**src/rtl/fib_pkg.sv**
```systemverilog
// Shared types and default widths for the fib_acc Fibonacci accelerator.
package fib_pkg;

   typedef enum logic [1:0] {IDLE, CALC, DONE} fib_state_e;

   localparam int unsigned FIB_N_W    = 8;
   localparam int unsigned FIB_DATA_W = 32;

endpackage

```
**src/rtl/fib_ctrl.sv**
```systemverilog
// Control FSM for fib_acc: request/response handshakes and datapath enables.
module fib_ctrl
   import fib_pkg::*;
(
   input  logic clk_i,
   input  logic rst_n,
   input  logic req_vld_i,
   input  logic res_rdy_i,
   input  logic cnt_zero_i,
   output logic load_o,
   output logic step_o,
   output logic req_rdy_o,
   output logic res_vld_o,
   output logic busy_o
);

   fib_state_e state_q;

   always_ff @(posedge clk_i) begin
      if (!rst_n) begin
         state_q <= IDLE;
      end else begin
         case (state_q)
            IDLE:    if (req_vld_i)  state_q <= CALC;
            CALC:    if (cnt_zero_i) state_q <= DONE;
            DONE:    if (res_rdy_i)  state_q <= IDLE;
            default: state_q <= IDLE;
         endcase
      end
   end

   // Handshake flags decode the registered state only.
   assign req_rdy_o = (state_q == IDLE);
   assign res_vld_o = (state_q == DONE);
   assign busy_o    = (state_q != IDLE);
   assign load_o    = req_rdy_o && req_vld_i;
   assign step_o    = (state_q == CALC) && !cnt_zero_i;

endmodule

```
**src/rtl/fib_acc.sv**
```systemverilog
// Iterative Fibonacci accelerator with valid/ready channels and overflow flag.
// Define FIB_SAT_EN to saturate fib_out to all-ones when F(n) overflows.
module fib_acc
   import fib_pkg::*;
#(
   parameter int unsigned N_W    = FIB_N_W,
   parameter int unsigned DATA_W = FIB_DATA_W
) (
   input  logic              CLK,
   input  logic              rst_n,
   input  logic              vld_in,
   input  logic [N_W-1:0]    n_in,
   output logic              rdy_in,
   output logic              vld_out,
   output logic [DATA_W-1:0] fib_out,
   output logic              ovf_out,
   input  logic              rdy_out,
   output logic              busy
);

   logic              load, step, cnt_zero;
   logic [N_W-1:0]    cnt_q, cnt_d;
   logic [DATA_W-1:0] a_q, a_d, b_q, b_d;
   logic              ovf_a_q, ovf_a_d, ovf_b_q, ovf_b_d;
   logic [DATA_W:0]   sum;

   fib_ctrl u_ctrl (
      .clk_i      (CLK),
      .rst_n      (rst_n),
      .req_vld_i  (vld_in),
      .res_rdy_i  (rdy_out),
      .cnt_zero_i (cnt_zero),
      .load_o     (load),
      .step_o     (step),
      .req_rdy_o  (rdy_in),
      .res_vld_o  (vld_out),
      .busy_o     (busy)
   );

   assign cnt_zero = (cnt_q == '0);
   assign sum      = {1'b0, a_q} + {1'b0, b_q};

   always_comb begin
      cnt_d   = cnt_q;
      a_d     = a_q;
      b_d     = b_q;
      ovf_a_d = ovf_a_q;
      ovf_b_d = ovf_b_q;
      if (load) begin
         cnt_d   = n_in;
         a_d     = '0;
         b_d     = {{(DATA_W-1){1'b0}}, 1'b1};
         ovf_a_d = 1'b0;
         ovf_b_d = 1'b0;
      end else if (step) begin
         a_d     = b_q;
         b_d     = sum[DATA_W-1:0];
         // Overflow is sticky and shifts along with the value it belongs to.
         ovf_a_d = ovf_b_q;
         ovf_b_d = ovf_b_q | ovf_a_q | sum[DATA_W];
         cnt_d   = cnt_q - 1'b1;
      end
   end

   always_ff @(posedge CLK) begin
      if (!rst_n) begin
         cnt_q   <= '0;
         a_q     <= '0;
         b_q     <= '0;
         ovf_a_q <= 1'b0;
         ovf_b_q <= 1'b0;
      end else begin
         cnt_q   <= cnt_d;
         a_q     <= a_d;
         b_q     <= b_d;
         ovf_a_q <= ovf_a_d;
         ovf_b_q <= ovf_b_d;
      end
   end

   assign ovf_out = ovf_a_q;

`ifdef FIB_SAT_EN
   assign fib_out = ovf_a_q ? '1 : a_q;
`else
   assign fib_out = a_q;
`endif

endmodule

```
**config.mk**
```make
export PLATFORM = sky130hd
export DESIGN_NAME = fib_acc
export DESIGN_NICKNAME = d
export VERILOG_FILES = /design/src/rtl/fib_pkg.sv /design/src/rtl/fib_ctrl.sv /design/src/rtl/fib_acc.sv
export SDC_FILE = /design/constraint.sdc
export NUM_CORES = 1
export LEC_CHECK = 0
export CAP_MARGIN = 30
export CORE_ASPECT_RATIO = 0.75
export CORE_MARGIN = 2
export CORE_UTILIZATION = 50
export CTS_CLUSTER_DIAMETER = 60
export DETAILED_ROUTE_END_ITERATION = 12
export PLACE_DENSITY = 0.71
export SLEW_MARGIN = 10
export SYNTH_ARGS = -nofsm -noshare
export SYNTH_HDL_FRONTEND = slang
export SYNTH_HIERARCHICAL = 1
export SYNTH_SLANG_ARGS = --single-unit
export TNS_END_PERCENT = 10
```
**constraint.sdc**
```tcl
create_clock -name CLK -period 4.29 [get_ports CLK]
set_input_delay 0.429 -clock CLK [delete_from_list [all_inputs] [get_ports CLK]]
set_output_delay 0.429 -clock CLK [all_outputs]
set_load 0.1 [all_outputs]
```
# Word level (Yosys, flattened, before mapping)

Cells that the tools add are included.

Memories: 0
Bits in latches: 0
Bits in read-only memories: 0
Output and inout port bits: 36
Bits in writable memories: 0
Register bits after elaboration: 76

Shifts and indexed selects: 0
Equality and inequality tests: 5
$mul: 0
Mux-type cells: 8
$lt $le $gt $ge: 0
Divide/modulo/power cells: 0
Add/subtract/negate cells: 2
Reductions and logical operators: 9
Bitwise operators: 3

Operators with widths:

| operator                                          | number |
|---|---|
| adder 32 x 32 -> 33 bit                           | 1 |
| 2-to-1 mux 8 bit                                  | 2 |
| zero test 8 bit                                   | 1 |
| subtractor 8 x 1 -> 8 bit (second input constant) | 1 |
| 2-to-1 mux 2 bit                                  | 3 |
| one-hot mux 2 bit (3 select lines)                | 1 |
| != test 2 x 1 -> 1 bit (second input constant)    | 2 |
| nonzero test 2 bit                                | 2 |
| AND reduction 3 bit                               | 1 |
| == test 2 x 1 -> 1 bit (second input constant)    | 1 |
| == test 2 bit (second input constant)             | 1 |
| logical AND 1 bit                                 | 2 |
| zero test 2 bit                                   | 1 |
| 2-to-1 mux 1 bit                                  | 2 |
| != test 2 bit (second input constant)             | 1 |
| bitwise OR 1 bit                                  | 2 |
| OR reduction 2 bit                                | 1 |
| zero test 1 bit                                   | 1 |
| inverter 1 bit                                    | 1 |

# Longest topological paths before layout

Gate-level depths: netlist of the first run.

Depth in word-level cells: 5
Mapped depth: 10
Depth with buffers taken out: 10

# Cells and area by module

Netlist of the first run, hierarchy kept.

By module, submodules not included:

| module   | area an instance (um^2) | cells an instance | times used |
|---|---|---|---|
| fib_acc  | 4,642.0                 | 560               | 1 |
| fib_ctrl | 120.1                   | 15                | 1 |

# Worst setup path after synthesis of the first run

OpenSTA, ideal clock, no wires.

Kind: flip-flop to flip-flop
Start point: register a_q[0] (netlist: fib_out[0])
End point: register b_q[22]
Path slack: 1,242 ps
Data arrival time: 2,962 ps
Path buffers: 0
Cell stages (with the launch flop): 10
Library setup time: 86 ps
Cell sequence: dfxtp_1 > ha_1 > fa_1 > a211oi_2 > o21a_1 > or4_4 > nand3_2 > or2b_1 > xnor2_1 > a211oi_1

Longest elaborated chain between the ends: 1

Ends and longest elaborated chain:

| element                  | line          | text |
|---|---|---|
| start: declaration       | fib_acc.sv:23 | `logic [DATA_W-1:0] a_q, a_d, b_q, b_d;` |
| start signal: assignment | fib_acc.sv:68 | `a_q <= '0;` |
| start signal: assignment | fib_acc.sv:74 | `a_q <= a_d;` |
| adder 32 x 32 -> 33 bit  | fib_acc.sv:41 | `assign sum = {1'b0, a_q} + {1'b0, b_q};` |
| end signal: assignment   | fib_acc.sv:69 | `b_q <= '0;` |
| end signal: assignment   | fib_acc.sv:75 | `b_q <= b_d;` |
| end: declaration         | fib_acc.sv:23 |  |

No other way between the ends.
A chain may end at the register's enable or synchronous reset.

# Worst setup path after layout of the first run

Start point: register cnt_q[2]
End point: register cnt_q[4]

Longest elaborated chain between the ends: 4
Elaborated cells on any way between the ends: 7
Those cells by class: add/sub (1); mux (2); reduce/logical (4)

Ends and longest elaborated chain:

| element                             | line           | text |
|---|---|---|
| start: declaration                  | fib_acc.sv:22  | `logic [N_W-1:0] cnt_q, cnt_d;` |
| start signal: assignment            | fib_acc.sv:73  | `cnt_q <= cnt_d;` |
| zero test 8 bit                     | fib_acc.sv:40  | `assign cnt_zero = (cnt_q == '0);` |
| named net cnt_zero                  | fib_acc.sv:21  | `logic load, step, cnt_zero;` |
| zero test 1 bit                     | fib_ctrl.sv:37 | `assign step_o = (state_q == CALC) && !cnt_zero_i;` |
| logical AND 1 bit                   | fib_ctrl.sv:37 |  |
| named net step                      | fib_acc.sv:21  |  |
| nonzero test 2 bit (no source line) | n/a            |  |

The timed path passes the listed nets, and every way through them passes these cells. The select of a mux whose other input is x is not followed.

==> out/metrics.cfg, run 1 <==
[setup_path]
critPathBufInv = 1
cp_max_fo = 41
r2r_slack_ns = 0.99
end_kind = register
critPathLaunchType = register
r2r_cells = 9
critical_path.top_delay_family = simple AND/OR/NAND/NOR gates
critical_path_class = reg2reg
cp.depth = 9
cp.required_ns = 4.53
slowest_stage = nor4b_1
arrival_ns = 3.54
cpPeakStageDelay_ns = 0.77
crit_chain = or4_1 > nor4b_1 > nor2_4 > buf_4 > nand2_1 > nor3_1 > xnor2_1 > o21ai_0 > and2_1
reg2reg_to = cnt_q[4]
r2r-start = cnt_q[2]

[floorplan]
die_y_um = 88.5
core_um2 = 9160
die-area_um2 = 10300
num_io_pins = 48
rows = 30
chipWidth_um = 117
initial_utilization_pct = 52.0

[route]
wl_met1_um = 5540
top_layer_used = met4
postRouteAntennaNets = 0
viasPerCell = 5.77
wl_met2_um = 5010
drc = 0
routed_wl_um = 11400
first_pass_iters = 6
met3_wirelength_um = 725
num_vias = 4276
wl_per_cell_um = 15.4
drtIter0Drc = 284

[final_layout]
diodes = 0
area.growth.synth_to_final_pct = 17.2
final_nets = 655
fin_util_pct = 60.9
drive_above_1_share_pct = 6.04
fillCellCount = 834
design_area_um2 = 5580

[synth]
synthFlopType = dfxtp_1
synth_fp_nets = 622
async_flop_share_pct = 0
ys_seq_area_share_pct = 31.9
ys_warn_count = 6
synth.most_common_cell = dfxtp_1
synthTopCellsByArea = dfxtp_1 (32%), ha_1 (8.9%), mux2i_1 (8.4%)
synth_edf_count = 0
yosysUniqueCellTypes = 69
synth_common_cells = dfxtp_1 (76), nor2_1 (75), nand2_1 (49), a21oi_1 (41), mux2i_1 (40)
synth_top_cell_area_share_pct = 31.9
ys_ff_latch = 76
syn_area_per_cell_um2 = 8.28
synthCells = 575
synth_top_area_cell = dfxtp_1
mappedNetlistArea_um2 = 4760

[clock_network]
numCtsBuffers = 9
cts_sinks = 76
post_cts_resized = 0
cts_tree = built
clk_latency_ns = 0.35
htree_levels = 3
ctsRootBufferMaster = clkbuf_16
cts_max_path_buffers = 2
clkTransAtPathRegs_ns = 0.06
hold_buffers = 0
cts_setup_buffers = 0

[power]
pwr-share-clk_pct = 42.1
ir_worst_vdd_v = 0.000275
leakage_nw = 2.21
power_density_nw_per_um2 = 335
power.net_switching_uw = 547
p_seq_share_pct = 40.1
internal_power_mw = 1.32
combPwrFrac_pct = 17.8
swShare_pct = 29.3

[timing]
hold_viol = 0
setup-tns-final_ns = 0
rsz0062_at_grt = false
finalMaxSlewViolations = 0
setup_viol = 0
relSlewSlack_pct = 34.3
min_period_ns = 3.30
hold-worst-slack_ns = 0.481
tightestPinTransition_ns = 0.982
setup_ws_ns = 0.991
fin_skew_ns = 0.00710
min_period_over_period_pct = 76.9
fmax_mhz = 303

[placement]
hpwlAfterDp_um = 8110
place_area_um2 = 5270
pre_cts_ws_ns = 1.15
gp_congestion = 0.920
io_buffers = 47

[global_routing]
grt_first_pass_wirelength_um = 19600
grt_max_degree = 49
grt_antenna_before_repair = 0
grt_overflow = 0
grt.total_usage_pct = 24.0
grt_pass1_vias = 4110

[run_status]
outcome = complete, no violations

[worst_hold_path]
hold_path_end = b_q[25]
hold_depth = 2
hp-class = reg2reg
min_from = b_q[25]

[run]
cap_violations = 0

[registers in the layout (all words and copies together), names as in the netlist]
register	cells
b_q	32
cnt_q	8
fib_out	32
ovf_b_q	1
ovf_out	1
u_ctrl/state_q	2
[worst register-to-register path, stage by stage (launching register included)]
cell	delay [ns]
dfxtp_1	0.35
or4_1	0.59
nor4b_1	0.77
nor2_4	0.33
buf_4	0.44
nand2_1	0.22
nor3_1	0.08
xnor2_1	0.15
o21ai_0	0.09
and2_1	0.18
[area by class of cell]
| type | instances | area (um^2) | share of cell area (%) |
|---|---|---|---|
| inverters | 13 | 48.8 | 0.874 |
| multi-input cells | 458 | 3050 | 54.6 |
| flip-flops and latches | 76 | 1520 | 27.3 |
| repair buffers | 50 | 493 | 8.83 |
| clock inverters | 6 | 72.6 | 1.30 |
| well taps | 128 | 160 | 2.87 |
| clock buffers | 10 | 239 | 4.28 |
[through the flow]
stage	total power, mW	cells
after floorplan	1.02	575
after global placement	1.08	725
after detailed placement	1.09	725
after CTS	1.88	741
after global routing	1.94	741
final	1.87	741
[worst max-delay path by stage]
stage          startpoint       end  slack (ns)
2_1_floorplan  fib_out[0]   b_q[22]        1.24
3_3_place_gp     cnt_q[2]  cnt_q[5]        1.25
3_5_place_dp     cnt_q[2]   b_q[23]        1.15
4_1_cts          cnt_q[2]  cnt_q[4]        0.98
5_1_grt          cnt_q[2]   b_q[23]        0.75
6_report         cnt_q[2]  cnt_q[4]        0.99
[layout by cell type (no fill, tap or decap), types with 8 or more instances in the layout]
cell | netlist | routed
clkdlybuf4s50_1 | 0 | 47
a211oi_1 | 9 | 9
nor2_1 | 75 | 74
nand4_1 | 10 | 10
and2_1 | 10 | 10
inv_1 | 12 | 12
clkbuf_16 | 0 | 9
nor3_1 | 8 | 8
nand2_1 | 49 | 49
nand3_1 | 14 | 14
dfxtp_1 | 76 | 76
ha_1 | 34 | 34
xnor2_1 | 20 | 20
a21o_1 | 13 | 13
o21ai_0 | 34 | 34
a21oi_1 | 41 | 41
mux2i_1 | 40 | 40
[kinds of logic (layout without fill, tap and decap cells)]
kind of cell               after synthesis  after routing  synth area share, %
AOI/OAI and AO/OA                      147            147                 19.8
muxes                                   42             42                 8.88
buffers and inverters                   41             79                 4.31
and+or+nand+nor                        208            208                 21.0
DFF                                     76             76                 31.9
adders and majority gates               35             35                 9.35
xor gates and xnor gates                26             26                 4.78
[metal layers]
layer,vias up,GRT usage (%)
met4,0,8.66
met2,143,36.9
met5,-,0
met3,19,5.14
li1,2130,-
met1,1984,33.3
[power groups by stage]
| stage | Clock (mW) | Sequential (mW) | Combinational, mW |
|---|---|---|---|
| after floorplan | 0 | 0.769 | 0.255 |
| after global placement | 0 | 0.763 | 0.321 |
| after detailed placement | 0 | 0.765 | 0.330 |
| after CTS | 0.798 | 0.749 | 0.334 |
| after global routing | 0.831 | 0.752 | 0.361 |
| final | 0.786 | 0.749 | 0.334 |
Power figures use the tool's default switching activity.
==> run 2, diff against run 1 <==
==> constraint.sdc (replaced) <==
create_clock -name CLK -period 3.45 [get_ports CLK]
set_input_delay 0.345 -clock CLK [delete_from_list [all_inputs] [get_ports CLK]]
set_output_delay 0.345 -clock CLK [all_outputs]
set_load 0.1 [all_outputs]
==> run 2 against run 1 <==
Effect of this change: combinational power is 25% higher; critical path type unchanged; highest routed layer unchanged; final cell count is 0.27% higher; critical endpoint is now b_q[23]; clock-buffer cell count is 1 higher.
==> out/metrics.cfg, run 2 (synthesis results as in run 1) <==
[timing]
setup_viol = 0
min_period_ns = 2.98
min_period_over_period_pct = 86.3
setup-tns-final_ns = 0
fmax_mhz = 336
hold_viol = 0
fin_skew_ns = 0.00481
finalMaxSlewViolations = 0
tightestPinTransition_ns = 0.976
setup_ws_ns = 0.472
rsz0062_at_grt = false
relSlewSlack_pct = 34.7

[clock_network]
cts_setup_buffers = 0
post_cts_resized = 0
hold_buffers = 0
htree_levels = 3
cts_tree = built
numCtsBuffers = 9
cts_sinks = 76
cts_max_path_buffers = 2
clkTransAtPathRegs_ns = 0.05
clk_latency_ns = 0.33
ctsRootBufferMaster = clkbuf_16

[final_layout]
mostFrequentLayoutCell = dfxtp_1
regArea_um2 = 1520
area.growth.synth_to_final_pct = 16.7
diodes = 0
layout_common_cells = dfxtp_1 (76), nor2_1 (74), nand2_1 (49)
multi_input_area_um2 = 3050
final_nets = 659
fillCellCount = 841
drive_above_1_share_pct = 6.18

[floorplan]
rows = 30
num_io_pins = 48
die-area_um2 = 10300
chipWidth_um = 117
die_y_um = 88.5
initial_utilization_pct = 52.0
core_um2 = 9160

[power]
ir_worst_vdd_v = 0.000270
leakage_nw = 2.21
power_density_nw_per_um2 = 392

[setup_path]
arrival_ns = 3.19
critical_path_class = reg2reg
cp.required_ns = 3.66
end_kind = register
cp_max_fo = 20
critPathLaunchType = register

[run_status]
outcome = complete, no violations

[placement]
hpwlAfterDp_um = 8130
gp_congestion = 0.902
io_buffers = 47
pre_cts_ws_ns = 0.477

[run]
cap_violations = 0

[route]
wl_per_cell_um = 15.0
postRouteAntennaNets = 0
viasPerCell = 5.73
first_pass_iters = 5
drc = 0
drtIter0Drc = 274
num_vias = 4257
routed_wl_um = 11100

[global_routing]
grt_overflow = 0
grt_pass1_vias = 3946
grt_max_degree = 49
grt.total_usage_pct = 22.6
grt_first_pass_wirelength_um = 18500
grt_antenna_before_repair = 0

[worst_hold_path]
hp-class = reg2reg

[run 2: cell types whose count changed in the layout (fill, tap and decap cells not counted)]
cell        delta
clkinv_2       +3
bufinv_16      -1
inv_6          -1
clkbuf_1       +1
clkinvlp_4     -1
buf_4          +4
clkinv_4       -3
[run 2: per-stage QoR]
step	instance area (um^2)	std cells	hold slack (ns)	total power, mW	utilization [%]
6_report	5560	743	0.482	2.18	60.7
2_1_floorplan	4760	575	0.450	1.27	-
4_1_cts	5560	743	0.488	2.20	60.7
3_3_place_gp	5300	729	0.468	1.36	57.9
3_5_place_dp	5300	729	0.481	1.36	57.9
5_1_grt	5560	743	0.504	2.28	60.7
[run 2: power breakdown]
| group | internal (mW) | total, mW | switching, mW |
|---|---|---|---|
| sequential | 0.908 | 0.931 | 0.0233 |
| clock | 0.494 | 0.828 | 0.334 |
| combinational | 0.156 | 0.416 | 0.260 |
[run 2: worst max-delay path: stages, from the launching register on]
cell and delay, ns:
dfxtp_1 0.34, or4_1 0.59, nor4b_1 0.65, nor2_4 0.28, inv_1 0.27, nor2_1 0.08
buf_4 0.17, nand3_1 0.08, nor2_1 0.04, a221oi_1 0.23, nand3_1 0.11
[run 2: layout make-up]
cell class | count | area share (%)
multi-input cells | 458 | 54.8
flip-flops and latches | 76 | 27.4
repair buffers | 54 | 9.41
clock buffers | 11 | 4.37
well taps | 128 | 2.88
inverters | 13 | 0.878
clock inverters | 3 | 0.270
[run 2: final timing paths]
kind | startpoint | to | slack, ns | depth (start not counted)
worst max register to register | cnt_q[2] | b_q[23] | 0.47 | 10
worst min register to register | b_q[19] | b_q[19] | 0.48 | 2
worst max-delay path | cnt_q[2] | b_q[23] | 0.47 | 10
worst min-delay path | b_q[19] | b_q[19] | 0.48 | 2
[run 2: metal layers]
layer,track usage (%),up-vias,share of wire (%)
li1,-,2139,-
met1,30.9,1967,50
met2,36.7,140,44
met3,5.62,11,5.9
met4,4.71,0,0.78
met5,0,-,0
